==> config.mk <==
export PLATFORM = sky130hd
export DESIGN_NAME = btn_debouncer_multi
export DESIGN_NICKNAME = d
export VERILOG_FILES = /design/src/rtl/btn_pkg.sv /design/src/rtl/btn_channel.sv /design/src/rtl/btn_debouncer_multi.sv
export SDC_FILE = /design/constraint.sdc
export NUM_CORES = 1
export LEC_CHECK = 0
export CAP_MARGIN = 20
export CORE_MARGIN = 10
export CORE_UTILIZATION = 34
export DETAILED_ROUTE_END_ITERATION = 16
export PLACE_DENSITY_LB_ADDON = 0.08
export SLEW_MARGIN = 10
export SYNTH_ARGS = -nofsm -noshare
export SYNTH_HDL_FRONTEND = slang
export SYNTH_SLANG_ARGS = --single-unit
==> constraint.sdc <==
create_clock -name clock_in -period 3.05 [get_ports clock_in]
set_input_delay 0.4575 -clock clock_in [delete_from_list [all_inputs] [get_ports clock_in]]
set_output_delay 0.4575 -clock clock_in [all_outputs]
set_load 0.01 [all_outputs]
==> src/rtl/btn_pkg.sv <==
// btn_pkg: shared state type and prescaler helper for the button debouncer
package btn_pkg;
  typedef enum logic [1:0] {BTN_IDLE, BTN_PRESSED, BTN_HELD} btn_state_e;
  function automatic int tick_cycles(input int clk_mhz, input int period_ms);
    return clk_mhz * period_ms * 1000;
  endfunction
endpackage

==> src/rtl/btn_channel.sv <==
// btn_channel: input synchroniser, stable-count filter and press/hold event FSM for one button
module btn_channel
  import btn_pkg::*;
#(
  parameter int STABLE_SAMPLES = 3,
  parameter int LONG_TICKS = 100,
  parameter int REPEAT_TICKS = 20,
  parameter bit ACTIVE_LOW = 1'b0
) (
  input  logic clock_in,
  input  logic reset_n_in,
  input  logic tick_in,
  input  logic btn_in,
  output logic level_out,
  output logic press_out,
  output logic release_out,
  output logic long_out,
  output logic repeat_out
);
  localparam int HOLD_MAX = (LONG_TICKS > REPEAT_TICKS) ? LONG_TICKS : REPEAT_TICKS;
  localparam int HW = $clog2(HOLD_MAX + 1);
  localparam int SW = $clog2(STABLE_SAMPLES);
  btn_state_e state, state_nx;
  logic [1:0] sync;
  logic [SW-1:0] stab, stab_nx;
  logic [HW-1:0] hold, hold_nx, hold_inc;
  logic p, level_nx, press_nx, release_nx, long_nx, repeat_nx;
  assign p = sync[1] ^ ACTIVE_LOW;
  assign hold_inc = hold + 1'b1;
  always_comb begin
    stab_nx = stab;
    level_nx = level_out;
    state_nx = state;
    hold_nx = hold;
    press_nx = 1'b0;
    release_nx = 1'b0;
    long_nx = 1'b0;
    repeat_nx = 1'b0;
    if (tick_in) begin
      stab_nx = (p == level_out || stab == SW'(STABLE_SAMPLES - 1)) ? '0 : stab + 1'b1;
      level_nx = (p != level_out && stab == SW'(STABLE_SAMPLES - 1)) ? p : level_out;
      // IDLE holds exactly while the filtered level is 0, so a rise can only be seen there
      unique case (state)
        BTN_IDLE: if (level_nx) begin
          state_nx = BTN_PRESSED;
          hold_nx = '0;
          press_nx = 1'b1;
        end
        BTN_PRESSED: if (!level_nx) begin
          state_nx = BTN_IDLE;
          release_nx = 1'b1;
        end else if (hold_inc == HW'(LONG_TICKS)) begin
          state_nx = BTN_HELD;
          hold_nx = '0;
          long_nx = 1'b1;
        end else hold_nx = hold_inc;
        BTN_HELD: if (!level_nx) begin
          state_nx = BTN_IDLE;
          release_nx = 1'b1;
        end else if (REPEAT_TICKS > 0) begin
          repeat_nx = hold_inc == HW'(REPEAT_TICKS);
          hold_nx = repeat_nx ? '0 : hold_inc;
        end
        default: state_nx = BTN_IDLE;
      endcase
    end
  end
  always_ff @(posedge clock_in or negedge reset_n_in)
    if (!reset_n_in) begin
      sync <= '0;
      stab <= '0;
      hold <= '0;
      state <= BTN_IDLE;
      level_out <= 1'b0;
      press_out <= 1'b0;
      release_out <= 1'b0;
      long_out <= 1'b0;
      repeat_out <= 1'b0;
    end else begin
      sync <= {sync[0], btn_in};
      stab <= stab_nx;
      hold <= hold_nx;
      state <= state_nx;
      level_out <= level_nx;
      press_out <= press_nx;
      release_out <= release_nx;
      long_out <= long_nx;
      repeat_out <= repeat_nx;
    end
endmodule

==> src/rtl/btn_debouncer_multi.sv <==
// btn_debouncer_multi: shared sample prescaler and reset synchroniser driving CHANNELS button channels
module btn_debouncer_multi
  import btn_pkg::*;
#(
  parameter int CHANNELS = 4,
  parameter int CLK_MHZ = 8,
  parameter int PERIOD_MS = 10,
  parameter int STABLE_SAMPLES = 3,
  parameter int LONG_TICKS = 100,
  parameter int REPEAT_TICKS = 20,
  parameter logic [CHANNELS-1:0] ACTIVE_LOW_MASK = '0
) (
  input  logic clock_in,
  input  logic reset_n_in,
  input  logic enable_in,
  input  logic [CHANNELS-1:0] btn_in,
  output logic [CHANNELS-1:0] level_out,
  output logic [CHANNELS-1:0] press_out,
  output logic [CHANNELS-1:0] release_out,
  output logic [CHANNELS-1:0] long_out,
  output logic [CHANNELS-1:0] repeat_out,
  output logic tick_out
);
  localparam int TICK_CYCLES = tick_cycles(CLK_MHZ, PERIOD_MS);
  localparam int CW = (TICK_CYCLES > 1) ? $clog2(TICK_CYCLES) : 1;
  logic [1:0] rst_sync;
  logic [CW-1:0] count;
  assign tick_out = rst_sync[1] & enable_in & (count == '0);
  // prescaler stays parked at its reload value until the synchronised reset release
  always_ff @(posedge clock_in or negedge reset_n_in)
    if (!reset_n_in) begin
      rst_sync <= '0;
      count <= CW'(TICK_CYCLES - 1);
    end else begin
      rst_sync <= {rst_sync[0], 1'b1};
      if (rst_sync[1] && enable_in) count <= tick_out ? CW'(TICK_CYCLES - 1) : count - 1'b1;
    end
  for (genvar i = 0; i < CHANNELS; i++) begin : g_ch
    btn_channel #(
      .STABLE_SAMPLES(STABLE_SAMPLES),
      .LONG_TICKS(LONG_TICKS),
      .REPEAT_TICKS(REPEAT_TICKS),
      .ACTIVE_LOW(ACTIVE_LOW_MASK[i])
    ) u_ch (
      .clock_in(clock_in),
      .reset_n_in(reset_n_in),
      .tick_in(tick_out),
      .btn_in(btn_in[i]),
      .level_out(level_out[i]),
      .press_out(press_out[i]),
      .release_out(release_out[i]),
      .long_out(long_out[i]),
      .repeat_out(repeat_out[i])
    );
  end
endmodule

==> impl_metrics.csv, run 1 <==
group,metric,value,unit
cells_and_area,diodes,0,
pwr,ir_worst_vdd,301,uV
worst_setup_path,worstPathCellList,"inv_1, ha_1, and4b_1, nand3_2, or2_2, inv_1, clkdlybuf4s50_1",
cells_and_area,syn_to_final_growth,13.6,%
timing,worstMarginPinSlew,0.572,ns
global_routing,overflow,0,
placed_design,hpwl,7470,um
pwr,power_leakage,2.57,nW
floorplanning,die_w,141,um
floorplanning,die_y,141,um
cells_and_area,post-route-util,0.393,
worst_setup_path,worst_ep_arrival_time,2.28,ns
placed_design,portBuffers,27,
route,via_per_inst,5.13,
yosys,netlist-cell-type-count,59,
yosys,synth_area_leader_cell,"dfrtp_1",
route,drc,0,
timing,report.final.slew_viol_count,0,
worst_setup_path,startpoint_type,"register",
yosys,synth.top_cell.area_share,0.400,
route,first_pass_iters,4,
yosys,syn-cell-area,0.00501,mm2
worst_setup_path,crit_buf_inv,3,
timing,finalSetupViolations,0,
pwr,p_per_area,655,mW/mm2
placed_design,dpl.cell_count,692,
floorplanning,start_util,0.346,
global_routing,grt_max_degree,49,
timing,final-hold-violation-count,0,
yosys,yosysWarnings,0,
clocking,cts_sinks,91,
clocking,clock_path_buffers,2,
worst_setup_path,end_kind,"output port",
worst_setup_path,cp_slowest_cell,"clkdlybuf4s50_1",
clocking,cts_resized,0,
global_routing,grt_use_total,0.111,
clocking,ctsHoldBuffers,0,
cells_and_area,fin_cells,708,
yosys,synth_seq_area_share,0.457,
timing,slew_headroom,0.608,
floorplanning,core,0.0145,mm2
clocking,cts_buffers,9,
clocking,clkTransAtPathRegs,0.06,ns
timing,rsz0062_at_grt,"false",
yosys,synth_nets,536,
worst_setup_path,critical_path_class,"register to output port",
route,drt-total-wl,10700,um
floorplanning,io_pins,28,
worst_setup_path,cp_max_fo,4,
global_routing,grt_pass1_vias,3675,
yosys,synth-seq-cells,91,
hold_path,hold_path_class,"primary input to asynchronous set/reset pin",
flow_run,drv_cap,0,
timing,clock_skew,0.00835,ns
placed_design,globalplace.congestion,0.814,
clocking,clock_latency,0.35,ns
yosys,synth_flop_cell,"dfrtp_1",
route,vias,3629,
yosys,synth_edf_count,0,
floorplanning,die_area,0.0200,mm2
floorplanning,rows,44,
clocking,clock-root-buffer,"clkbuf_16",
clocking,cts_tree,"done",
timing,final.min_clock_period,2.74,ns
yosys,synthCells,504,
global_routing,antenna_found_initial,0,
global_routing,grt_pass1_wl,18200,um
clocking,postCtsSetupBuffers,0,
route,wl_per_cell,15.1,um
timing,period_share,0.898,
timing,max_clock_freq,365,MHz
pwr,total_power,0.00373,W
cells_and_area,final_nets,551,
yosys,ys_top_cells_by_area,"dfrtp_1, ha_1, dfstp_2, nand2_1, o21ai_0",
timing,tns,0,ns
yosys,synth_most_common_cell,"dfrtp_1",
worst_setup_path,cp_common_cell,"inv_1",
clocking,cts_max_level,3,
run_status,outcome,"complete, no violations",
route,antenna_left,0,
route,initialDrtViolationCount,228,
worst_setup_path,max_stage_delay,0.54,ns
yosys,avgSynthCellArea,9.94,um2
yosys,synthTopCellsByCount,"dfrtp_1, nand2_1, o21ai_0",
worst_setup_path,crit_family,"buffers and inverters",
worst_setup_path,crit_required,2.59,ns
yosys,synthArstFlopShare,1.00,
cells_and_area,layout-drive-gt1-share,0.105,
==> cells by family (layout without fill, tap and decap cells) <==
group | after synthesis | after routing | synth area share
simple gates | 208 | 208 | 0.244
mux | 7 | 7 | 0.0145
fa+ha+maj | 25 | 25 | 0.0624
buf+inv | 54 | 74 | 0.0582
other cells | 1 | 1 | 0.000749
xor+xnor | 18 | 18 | 0.0315
compound gates | 100 | 100 | 0.131
flops | 91 | 91 | 0.457
==> placed cells by master (no fill, tap or decap), types with 3 or more instances in the layout <==
cell,count
nor4b_1,3
inv_1,22
nor3b_1,8
nor2b_1,11
or3b_2,3
xnor2_1,7
dfstp_2,11
or3_1,5
clkdlybuf4s50_1,26
o31ai_1,11
clkbuf_16,9
a21o_1,9
nand3_1,13
nor4bb_1,3
xor2_1,11
ha_1,25
mux2i_1,5
dfrtp_1,80
a22o_1,8
a21oi_1,7
o21bai_1,4
o22ai_1,6
nand2_1,53
o21ai_0,37
nor4_1,5
nor3_1,16
clkbuf_8,3
and3_1,15
buf_4,9
or2_2,4
and2_1,5
nand2b_1,9
or4_1,12
nor2_1,24
o31a_1,3
==> state kept, by name (all words and copies together) (netlist names) <==
signal                 flops
g_ch.u_ch.hold            28
g_ch.u_ch.sync             8
rst_sync                   2
count                     17
g_ch.u_ch.long_out         4
g_ch.u_ch.repeat_out       4
g_ch.u_ch.level_out        4
g_ch.u_ch.stab             8
g_ch.u_ch.state            8
g_ch.u_ch.release_out      4
g_ch.u_ch.press_out        4
==> path summary, 6_finish.rpt <==
| check | depth (start not counted) | slack, ns | endpoint | startpoint |
|---|---|---|---|---|
| setup / recovery | 7 | 0.31 | tick_out | count[0] |
| hold / removal | 1 | 0.10 | g_ch[0].u_ch.hold[2] | reset_n_in |
| setup reg to reg | 6 | 0.64 | g_ch[0].u_ch.hold[3] | count[7] |
| hold reg to reg | 0 | 0.35 | g_ch[1].u_ch.sync[1] | g_ch[1].u_ch.sync[0] |
| max in group asynchronous | 2 | 2.23 | count[12] | reset_n_in |
| min in group clock_in | 0 | 0.35 | g_ch[1].u_ch.sync[1] | g_ch[1].u_ch.sync[0] |
==> area by class of cell <==
| class | count | area [um2] |
|---|---|---|
| clock buffer | 12 | 267 |
| timing repair buffer | 36 | 348 |
| inverter | 22 | 82.6 |
| fill | 1427 | 8790 |
| clock inverter | 4 | 47.5 |
| multi-input combinational | 359 | 2430 |
| sequential | 91 | 2290 |
| tap | 184 | 230 |
==> report_power, final <==
part / total (W) / switching (W) / internal [W] / leakage [nW]
clock: 0.00118 / 0.000481 / 0.000700 / 0.155
sequential: 0.00161 / 0.000185 / 0.00142 / 1.15
combinational: 0.000940 / 0.000538 / 0.000402 / 1.27
total: 0.00373 / 0.00120 / 0.00252 / 2.57
==> per-stage QoR <==
| stage | cell area (um2) | worst slack [ns] | hold WS, ns |
|---|---|---|---|
| global route | 5690 | 0.189 | 0.153 |
| CTS | 5690 | 0.276 | 0.132 |
| detailed placement | 5380 | 0.290 | 0.336 |
| floorplan | 5010 | 0.874 | 0.162 |
| global placement | 5380 | 0.291 | 0.332 |
| finish | 5690 | 0.311 | 0.102 |
==> metal layers <==
layer,global-route usage,up-vias,wire (um)
li1,-,1814,-
met1,0.143,1769,5260
met2,0.173,34,4920
met3,0.0247,12,314
met4,0.0506,0,211
met5,0,-,0
No activity file was read; power rests on OpenSTA's default activity.
==> run 2, diff against run 1 <==
--- a/config.mk
+++ b/config.mk
@@ -5,7 +5,6 @@
 export SDC_FILE = /design/constraint.sdc
 export NUM_CORES = 1
 export LEC_CHECK = 0
-export CAP_MARGIN = 20
 export CORE_MARGIN = 10
 export CORE_UTILIZATION = 34
 export DETAILED_ROUTE_END_ITERATION = 16
==> results of run 2 <==
No change in the layout: final DEF, timing and power equal those of run 1.
